<file path="config.mk">
export PLATFORM = sky130hd
export DESIGN_NAME = alu_sched_flat
export DESIGN_NICKNAME = d
export VERILOG_FILES = /design/src/rtl/alu_sched_if.sv /design/src/rtl/alu_sched.sv /design/src/flat_wrapper.sv
export SDC_FILE = /design/constraint.sdc
export NUM_CORES = 1
export LEC_CHECK = 0
export ABC_AREA = 1
export BUFFER_PORTS_ARGS = -buffer_cell sky130_fd_sc_hd__buf_2
export CAP_MARGIN = 20
export CORE_AREA = 5 5 106 108
export CTS_BUF_LIST = sky130_fd_sc_hd__clkbuf_8 sky130_fd_sc_hd__clkbuf_16
export DETAILED_ROUTE_END_ITERATION = 8
export DIE_AREA = 0 0 111 113
export HOLD_SLACK_MARGIN = 0.1
export PLACE_DENSITY = 0.6
export SYNTH_ARGS = -nofsm -noshare
export SYNTH_HDL_FRONTEND = slang
export SYNTH_SLANG_ARGS = --single-unit
</file>
<file path="constraint.sdc">
create_clock -name clk -period 1.3 [get_ports clk]
set_input_delay 0.13 -clock clk [delete_from_list [all_inputs] [get_ports clk]]
set_output_delay 0.13 -clock clk [all_outputs]
set_load 0.02 [all_outputs]
</file>
<file path="src/rtl/alu_sched_if.sv">
// alu_sched_if: request, ALU-steering and response signals of the shared-ALU scheduler.
// The master modport is the requester/ALU/consumer side; the slave modport is the scheduler.
interface alu_sched_if #(
  parameter int DATA_WIDTH = 32
);
  logic                  req0_valid;
  logic                  req0_ready;
  logic [DATA_WIDTH-1:0] req0_op1;
  logic [DATA_WIDTH-1:0] req0_op2;
  logic [3:0]            req0_ctrl;
  logic                  req1_valid;
  logic                  req1_ready;
  logic [DATA_WIDTH-1:0] req1_op1;
  logic [DATA_WIDTH-1:0] req1_op2;
  logic [3:0]            req1_ctrl;
  logic [DATA_WIDTH-1:0] alu_op1;
  logic [DATA_WIDTH-1:0] alu_op2;
  logic [3:0]            alu_ctrl;
  logic [DATA_WIDTH-1:0] alu_out;
  logic                  rsp_valid;
  logic                  rsp_ready;
  logic                  rsp_id;
  logic [DATA_WIDTH-1:0] rsp_result;
  logic                  rsp_zero;

  modport slave (
    input  req0_valid, req0_op1, req0_op2, req0_ctrl,
    input  req1_valid, req1_op1, req1_op2, req1_ctrl,
    input  alu_out, rsp_ready,
    output req0_ready, req1_ready, alu_op1, alu_op2, alu_ctrl,
    output rsp_valid, rsp_id, rsp_result, rsp_zero
  );

  modport master (
    output req0_valid, req0_op1, req0_op2, req0_ctrl,
    output req1_valid, req1_op1, req1_op2, req1_ctrl,
    output alu_out, rsp_ready,
    input  req0_ready, req1_ready, alu_op1, alu_op2, alu_ctrl,
    input  rsp_valid, rsp_id, rsp_result, rsp_zero
  );
endinterface

</file>
<file path="src/rtl/alu_sched.sv">
// alu_sched: arbitrates two requesters onto one combinational ALU and captures the
// result in a one-entry valid/ready output register.
// Macro ALU_SCHED_RR_EN: round-robin tie-break; undefined gives fixed priority (port 0 wins).
module alu_sched #(
  parameter int DATA_WIDTH = 32
) (
  input  logic        clk,
  input  logic        rst_n,
  alu_sched_if.slave  bus
);

  logic                  slot_free;
  logic                  sel;
  logic [1:0]            grant;
  logic                  accept;

  logic                  rsp_valid_q, rsp_valid_d;
  logic                  rsp_id_q, rsp_id_d;
  logic                  rsp_zero_q, rsp_zero_d;
  logic [DATA_WIDTH-1:0] rsp_result_q, rsp_result_d;

`ifdef ALU_SCHED_RR_EN
  logic                  last_q, last_d;
`endif

  // Pick the candidate port and grant it when the output slot can take a result.
  // sel is also used with no grant so the ALU inputs always track a real port.
  always_comb begin
    slot_free = !rsp_valid_q || bus.rsp_ready;
`ifdef ALU_SCHED_RR_EN
    if (bus.req0_valid && bus.req1_valid) sel = ~last_q;
    else if (bus.req1_valid)              sel = 1'b1;
    else if (bus.req0_valid)              sel = 1'b0;
    else                                  sel = ~last_q;
`else
    sel = !bus.req0_valid && bus.req1_valid;
`endif
    grant = 2'b00;
    if (slot_free) begin
      if (!sel && bus.req0_valid) grant = 2'b01;
      if ( sel && bus.req1_valid) grant = 2'b10;
    end
    accept = |grant;
  end

  assign bus.req0_ready = grant[0];
  assign bus.req1_ready = grant[1];
  assign bus.alu_op1    = sel ? bus.req1_op1  : bus.req0_op1;
  assign bus.alu_op2    = sel ? bus.req1_op2  : bus.req0_op2;
  assign bus.alu_ctrl   = sel ? bus.req1_ctrl : bus.req0_ctrl;

  // Response register: accept overwrites (even while draining), drain alone clears valid.
  always_comb begin
    rsp_valid_d  = rsp_valid_q;
    rsp_id_d     = rsp_id_q;
    rsp_zero_d   = rsp_zero_q;
    rsp_result_d = rsp_result_q;
    if (accept) begin
      rsp_valid_d  = 1'b1;
      rsp_id_d     = sel;
      rsp_zero_d   = (bus.alu_out == '0);
      rsp_result_d = bus.alu_out;
    end else if (rsp_valid_q && bus.rsp_ready) begin
      rsp_valid_d  = 1'b0;
    end
  end

  // Response state flops; reset discards any pending result immediately.
  always_ff @(posedge clk or negedge rst_n) begin
    if (!rst_n) begin
      rsp_valid_q  <= 1'b0;
      rsp_id_q     <= 1'b0;
      rsp_zero_q   <= 1'b0;
      rsp_result_q <= '0;
    end else begin
      rsp_valid_q  <= rsp_valid_d;
      rsp_id_q     <= rsp_id_d;
      rsp_zero_q   <= rsp_zero_d;
      rsp_result_q <= rsp_result_d;
    end
  end

`ifdef ALU_SCHED_RR_EN
  // Remember the last granted port; reset to 1 so port 0 wins the first tie.
  always_comb begin
    last_d = accept ? sel : last_q;
  end

  // Round-robin pointer flop.
  always_ff @(posedge clk or negedge rst_n) begin
    if (!rst_n) last_q <= 1'b1;
    else        last_q <= last_d;
  end
`endif

  assign bus.rsp_valid  = rsp_valid_q;
  assign bus.rsp_id     = rsp_id_q;
  assign bus.rsp_zero   = rsp_zero_q;
  assign bus.rsp_result = rsp_result_q;

endmodule
</file>
<file path="src/flat_wrapper.sv">
// flat-port wrapper written by rule: the top's interface ports become plain ports
module alu_sched_flat 
#(
  parameter int DATA_WIDTH = 32
)
  (clk, rst_n, bus_req0_valid, bus_req0_op1, bus_req0_op2, bus_req0_ctrl, bus_req1_valid, bus_req1_op1, bus_req1_op2, bus_req1_ctrl, bus_alu_out, bus_rsp_ready, bus_req0_ready, bus_req1_ready, bus_alu_op1, bus_alu_op2, bus_alu_ctrl, bus_rsp_valid, bus_rsp_id, bus_rsp_result, bus_rsp_zero);
  alu_sched_if #(.DATA_WIDTH(DATA_WIDTH)) bus_i ();
  input  logic clk;
  input  logic rst_n;
  input wire logic [$bits(bus_i.req0_valid)-1:0] bus_req0_valid;
  input wire logic [$bits(bus_i.req0_op1)-1:0] bus_req0_op1;
  input wire logic [$bits(bus_i.req0_op2)-1:0] bus_req0_op2;
  input wire logic [$bits(bus_i.req0_ctrl)-1:0] bus_req0_ctrl;
  input wire logic [$bits(bus_i.req1_valid)-1:0] bus_req1_valid;
  input wire logic [$bits(bus_i.req1_op1)-1:0] bus_req1_op1;
  input wire logic [$bits(bus_i.req1_op2)-1:0] bus_req1_op2;
  input wire logic [$bits(bus_i.req1_ctrl)-1:0] bus_req1_ctrl;
  input wire logic [$bits(bus_i.alu_out)-1:0] bus_alu_out;
  input wire logic [$bits(bus_i.rsp_ready)-1:0] bus_rsp_ready;
  output wire logic [$bits(bus_i.req0_ready)-1:0] bus_req0_ready;
  output wire logic [$bits(bus_i.req1_ready)-1:0] bus_req1_ready;
  output wire logic [$bits(bus_i.alu_op1)-1:0] bus_alu_op1;
  output wire logic [$bits(bus_i.alu_op2)-1:0] bus_alu_op2;
  output wire logic [$bits(bus_i.alu_ctrl)-1:0] bus_alu_ctrl;
  output wire logic [$bits(bus_i.rsp_valid)-1:0] bus_rsp_valid;
  output wire logic [$bits(bus_i.rsp_id)-1:0] bus_rsp_id;
  output wire logic [$bits(bus_i.rsp_result)-1:0] bus_rsp_result;
  output wire logic [$bits(bus_i.rsp_zero)-1:0] bus_rsp_zero;
  assign bus_i.req0_valid = bus_req0_valid;
  assign bus_i.req0_op1 = bus_req0_op1;
  assign bus_i.req0_op2 = bus_req0_op2;
  assign bus_i.req0_ctrl = bus_req0_ctrl;
  assign bus_i.req1_valid = bus_req1_valid;
  assign bus_i.req1_op1 = bus_req1_op1;
  assign bus_i.req1_op2 = bus_req1_op2;
  assign bus_i.req1_ctrl = bus_req1_ctrl;
  assign bus_i.alu_out = bus_alu_out;
  assign bus_i.rsp_ready = bus_rsp_ready;
  assign bus_req0_ready = bus_i.req0_ready;
  assign bus_req1_ready = bus_i.req1_ready;
  assign bus_alu_op1 = bus_i.alu_op1;
  assign bus_alu_op2 = bus_i.alu_op2;
  assign bus_alu_ctrl = bus_i.alu_ctrl;
  assign bus_rsp_valid = bus_i.rsp_valid;
  assign bus_rsp_id = bus_i.rsp_id;
  assign bus_rsp_result = bus_i.rsp_result;
  assign bus_rsp_zero = bus_i.rsp_zero;
  alu_sched #(.DATA_WIDTH(DATA_WIDTH)) u_core (.clk(clk), .rst_n(rst_n), .bus(bus_i));
endmodule
</file>
Word level (Yosys, flattened, before mapping)
Index checks and enable logic that the tools add are counted.
W data, S select, Z words.
{"block": "totals", "reg_bits": 35, "input_bits": 173, "out_inout_bits": 105, "word_cells": 23}
{"block": "op_classes", "mux": 8, "n_reduce_logical": 11}
{"cell": "$mux W32", "count": 2}
{"cell": "$logic_not A32 Y1", "count": 1}
{"cell": "$logic_and A1 B1 Y1", "count": 4}
{"cell": "$mux W2", "count": 2}
{"cell": "$mux W4", "count": 1}
{"cell": "$logic_not A1 Y1", "count": 3}
{"cell": "$mux W1", "count": 3}
{"cell": "$reduce_bool A2 Y1", "count": 1}
{"cell": "$reduce_or A2 Y1", "count": 1}
{"cell": "$logic_or A1 B1 Y1", "count": 1}

Depth between registers and ports, before layout
{"block": "logic_depth", "ltp_word": 9, "mapped_depth": 8, "mapped_depth_nobuf": 8}

Least setup slack after synthesis
OpenSTA, ideal clock, no wires.
{"block": "synth_path", "path_type": "reg-to-reg", "start": "reg u_core.rsp_valid_q, in the netlist u_core.bus.rsp_valid", "end": "reg u_core.rsp_result_q[0], in the netlist u_core.bus.rsp_result[0]", "setup_ns": 0.116, "arrival_time_ns": 1.029, "required_time_ns": 1.184, "setup_slack_ns": 0.155, "path_stages_with_launch": 7, "path_buffers": 1, "synth_period_minus_slack_ns": 1.145, "cell_sequence": "dfrtp_1 -> nand2_1 -> o21ai_4 -> inv_2 -> buf_2 -> nand2_1 -> nand2_1"}
{"block": "synth_via", "elab_chain_len": 4}
{"element": "from (decl)", "line_no": "alu_sched.sv:17", "text": "logic rsp_valid_q, rsp_valid_d;"}
{"element": "from (signal assigned)", "line_no": "alu_sched.sv:76", "text": "rsp_valid_q <= rsp_valid_d;"}
{"element": "$logic_not A1 Y1", "line_no": "alu_sched.sv:29", "text": "slot_free = !rsp_valid_q || bus.rsp_ready;"}
{"element": "$logic_or A1 B1 Y1", "line_no": "alu_sched.sv:29"}
{"element": "$mux W2", "line_no": "alu_sched.sv:39", "text": "if (slot_free) begin"}
{"element": "$reduce_or A2 Y1", "line_no": "alu_sched.sv:43", "text": "accept = |grant;"}
{"element": "to (signal assigned)", "line_no": "alu_sched.sv:79", "text": "rsp_result_q <= rsp_result_d;"}
{"element": "to (decl)", "line_no": "alu_sched.sv:20", "text": "logic [DATA_WIDTH-1:0] rsp_result_q, rsp_result_d;"}
No other way between the ends.
A chain may end at the register's enable or synchronous reset.

Worst setup path after layout
{"block": "layout_path", "start": "in bus_req0_valid", "end": "out bus_alu_op2[14]"}
{"block": "layout_via", "elab_chain_len": 3}
{"element": "from (decl)", "line_no": "flat_wrapper.sv:10", "text": "input wire logic [$bits(bus_i.req0_valid)-1:0] bus_req0_valid;"}
{"element": "$logic_not A1 Y1", "line_no": "alu_sched.sv:36", "text": "sel = !bus.req0_valid && bus.req1_valid;"}
{"element": "$logic_and A1 B1 Y1", "line_no": "alu_sched.sv:36"}
{"element": "$mux W32", "line_no": "alu_sched.sv:49", "text": "assign bus.alu_op2 = sel ? bus.req1_op2 : bus.req0_op2;"}
{"element": "to (decl)", "line_no": "flat_wrapper.sv:23", "text": "output wire logic [$bits(bus_i.alu_op2)-1:0] bus_alu_op2;"}
No other way between the ends.

==> results.ini <==
[hold_path]
min_path_type = primary input to register

[die]
core-area_sq_um = 10140
die_h_um = 113
die-area_sq_um = 12540
initial_core_util_pct = 22.66
fp.dieW_um = 111
io_pins = 278
rows = 37

[synthesis]
synth_top_area_share_pct = 50.49
syn_area_per_cell_sq_um = 5.801
ys.warnings.count = 0
synthTopCellsByArea = nand2_1, dfrtp_1, buf_2
syn_area_sq_um = 2297
synthCells = 396
syn_nets = 569
synth_largest_area_cell = nand2_1
ys_seq_area_share_pct = 38.13
synth_cell_types = 12
synth-seq-cells = 35

[grt]
grt_remaining_overflow = 0
grt_max_degree = 71
grt_pass1_wl_um = 17150
grt_pass1_vias = 3514
antenna_found_initial = 2
grt_usage_pct = 16.33

[layout]
final_cell_mix = nand2_1, buf_2, dfrtp_1
mostFrequentLayoutCell = nand2_1
fill_cells = 1071
fin_nets = 875
drive_gt1_share_pct = 42.80
synthToLayoutAreaGrowth_pct = 84.91

[power_and_ir_drop]
p_leak_uw = 0.002723
ir_worst_vdd_mv = 0.4936
power_density_nw_per_um2 = 875.8

[clocking]
clk_pin_slew_ns = 0.07
cts.sinks = 35
clk_path_buf_depth = 2
cts_root_buffer = clkbuf_8
tritoncts = done
post-cts-setup-buffers = 0
clkLatencyLatePin_ns = 0.28
numCtsBuffers = 5
cts_max_level = 2

[setup_path]
cp.arrival_ns = 1.10
required_ns = 1.17
endpoint_kind = primary output
critPathMaxFanout = 70
cp-start-kind = primary input
worstSetupPathType = primary input to primary output

[route]
drt-vias-per-instance = 4.246
ant_nets = 0
wl_per_cell_um = 13.36
drt_iter0_markers = 255
num_vias = 3562
drc_errors = 0
wl_um = 11210
first_pass_iters = 5

[timing]
fin_crit_sh_pct = 94.30
tightestPinTransition_ns = 0.4613
drv_slew = 0
rsz0062_at_grt = false
setup_viol_count_final = 0
tns_ns = 0
setup_slack_ns = 0.07415
maxSlewHeadroom_pct = 69.25
hold_violations = 0
max_freq_mhz = 815.8
skew_ns = 0.008585
min_period_ns = 1.226

[place]
io_buffers = 277
pre_cts_ws_ns = 0.1009
place_hpwl_um = 9136
routabilityCongestion = 0.9825

[run]
maxCapViolations = 0

[outcome]
status = finished clean

per-stage QoR:
| stage | total power (uW) | std cells | hold slack [ns] | instance area [sq um] | utilization, % |
|---|---|---|---|---|---|
| 3_5_place_dp | 2938 | 798 | 0.1163 | 3829 | 37.76 |
| 5_1_grt | 3957 | 839 | 0.1611 | 4248 | 41.90 |
| 4_1_cts | 3754 | 836 | 0.1014 | 4233 | 41.75 |
| 6_report | 3720 | 839 | 0.1550 | 4248 | 41.90 |
| 3_3_place_gp | 2919 | 798 | 0.1113 | 3829 | 37.76 |
| 2_1_floorplan | 2188 | 396 | -0.1656 | 2297 | - |
per-layer routing:
| metal | GRT usage (%) | share of wire, % | up-vias |
|---|---|---|---|
| met5 | 0 | 0 | - |
| met4 | 5.501 | 3.6 | 0 |
| met3 | 4.171 | 9.0 | 23 |
| met2 | 29.89 | 50 | 193 |
| met1 | 18.50 | 37 | 1562 |
| li1 | - | - | 1784 |
sequential cells by signal, summed over array words and instances, names as in the netlist:
register / flops
u_core.bus.rsp_result: 32
u_core.bus.rsp_id: 1
u_core.bus.rsp_valid: 1
u_core.bus.rsp_zero: 1
timing repair:
| action | CTS | global route |
|---|---|---|
| resized for setup | 3 | 1 |
| hold buffers | 32 | 1 |
| setup endpoints to repair | 2 | 2 |
| hold endpoints to repair | 50 | 1 |
report_power, final:
group	internal, uW	switching [uW]	total [uW]
clock	355	370	726
combinational	655	1020	1670
sequential	1240	85.7	1320
worst max-delay path, cell delays in order:
cell,delay [ns]
buf_2,0.13
inv_2,0.05
nand2_2,0.09
buf_12,0.26
nand2_1,0.11
nand2_1,0.10
buf_2,0.17
cells in the mapped netlist:
library cell	number
nand2_1	309
inv_2	3
nor2_1	21
inv_1	2
o21ai_0	1
nand2_2	1
dfrtp_1	35
clkbuf_1	1
buf_6	3
o21ai_4	1
buf_2	16
nand4_1	3
logic make-up (layout without fill, tap and decap cells):
logic type             after synthesis  in the layout  share of synthesized area, %
DFF                                 35             35                         38.13
buffers and inverters               25            330                         5.937
AOI/OAI and AO/OA                    2              2                        0.9259
other                                0              2                             0
and+or+nand+nor                    334            334                         55.01
path summary, 6_finish.rpt:
check,cells past startpoint,to,slack (ns),from
worst max-delay path,7,bus_alu_op2[14],0.07,bus_req0_valid
worst min-delay path,4,u_core.bus.rsp_valid$_DFFE_PN0P_,0.15,bus_rsp_ready
worst max register to register,6,u_core.bus.rsp_result[25]$_DFFE_PN0P_,0.16,u_core.bus.rsp_valid$_DFFE_PN0P_
worst min register to register,2,u_core.bus.rsp_result[20]$_DFFE_PN0P_,0.47,u_core.bus.rsp_result[20]$_DFFE_PN0P_
max in group asynchronous,3,u_core.bus.rsp_result[25]$_DFFE_PN0P_,0.44,rst_n
min in group asynchronous,2,u_core.bus.rsp_result[4]$_DFFE_PN0P_,0.33,rst_n
final cells by class:
type | instances | area, sq um | area share [%]
repair buffers | 319 | 1812 | 42.65
multi-input cells | 336 | 1290 | 30.37
flip-flops and latches | 35 | 875.8 | 20.62
well taps | 136 | 170.2 | 4.006
clock buffers | 5 | 68.82 | 1.620
inverters | 5 | 18.77 | 0.4418
clock inverters | 1 | 7.507 | 0.1767
diodes | 2 | 5.005 | 0.1178
(Power assumes the default switching activity.)
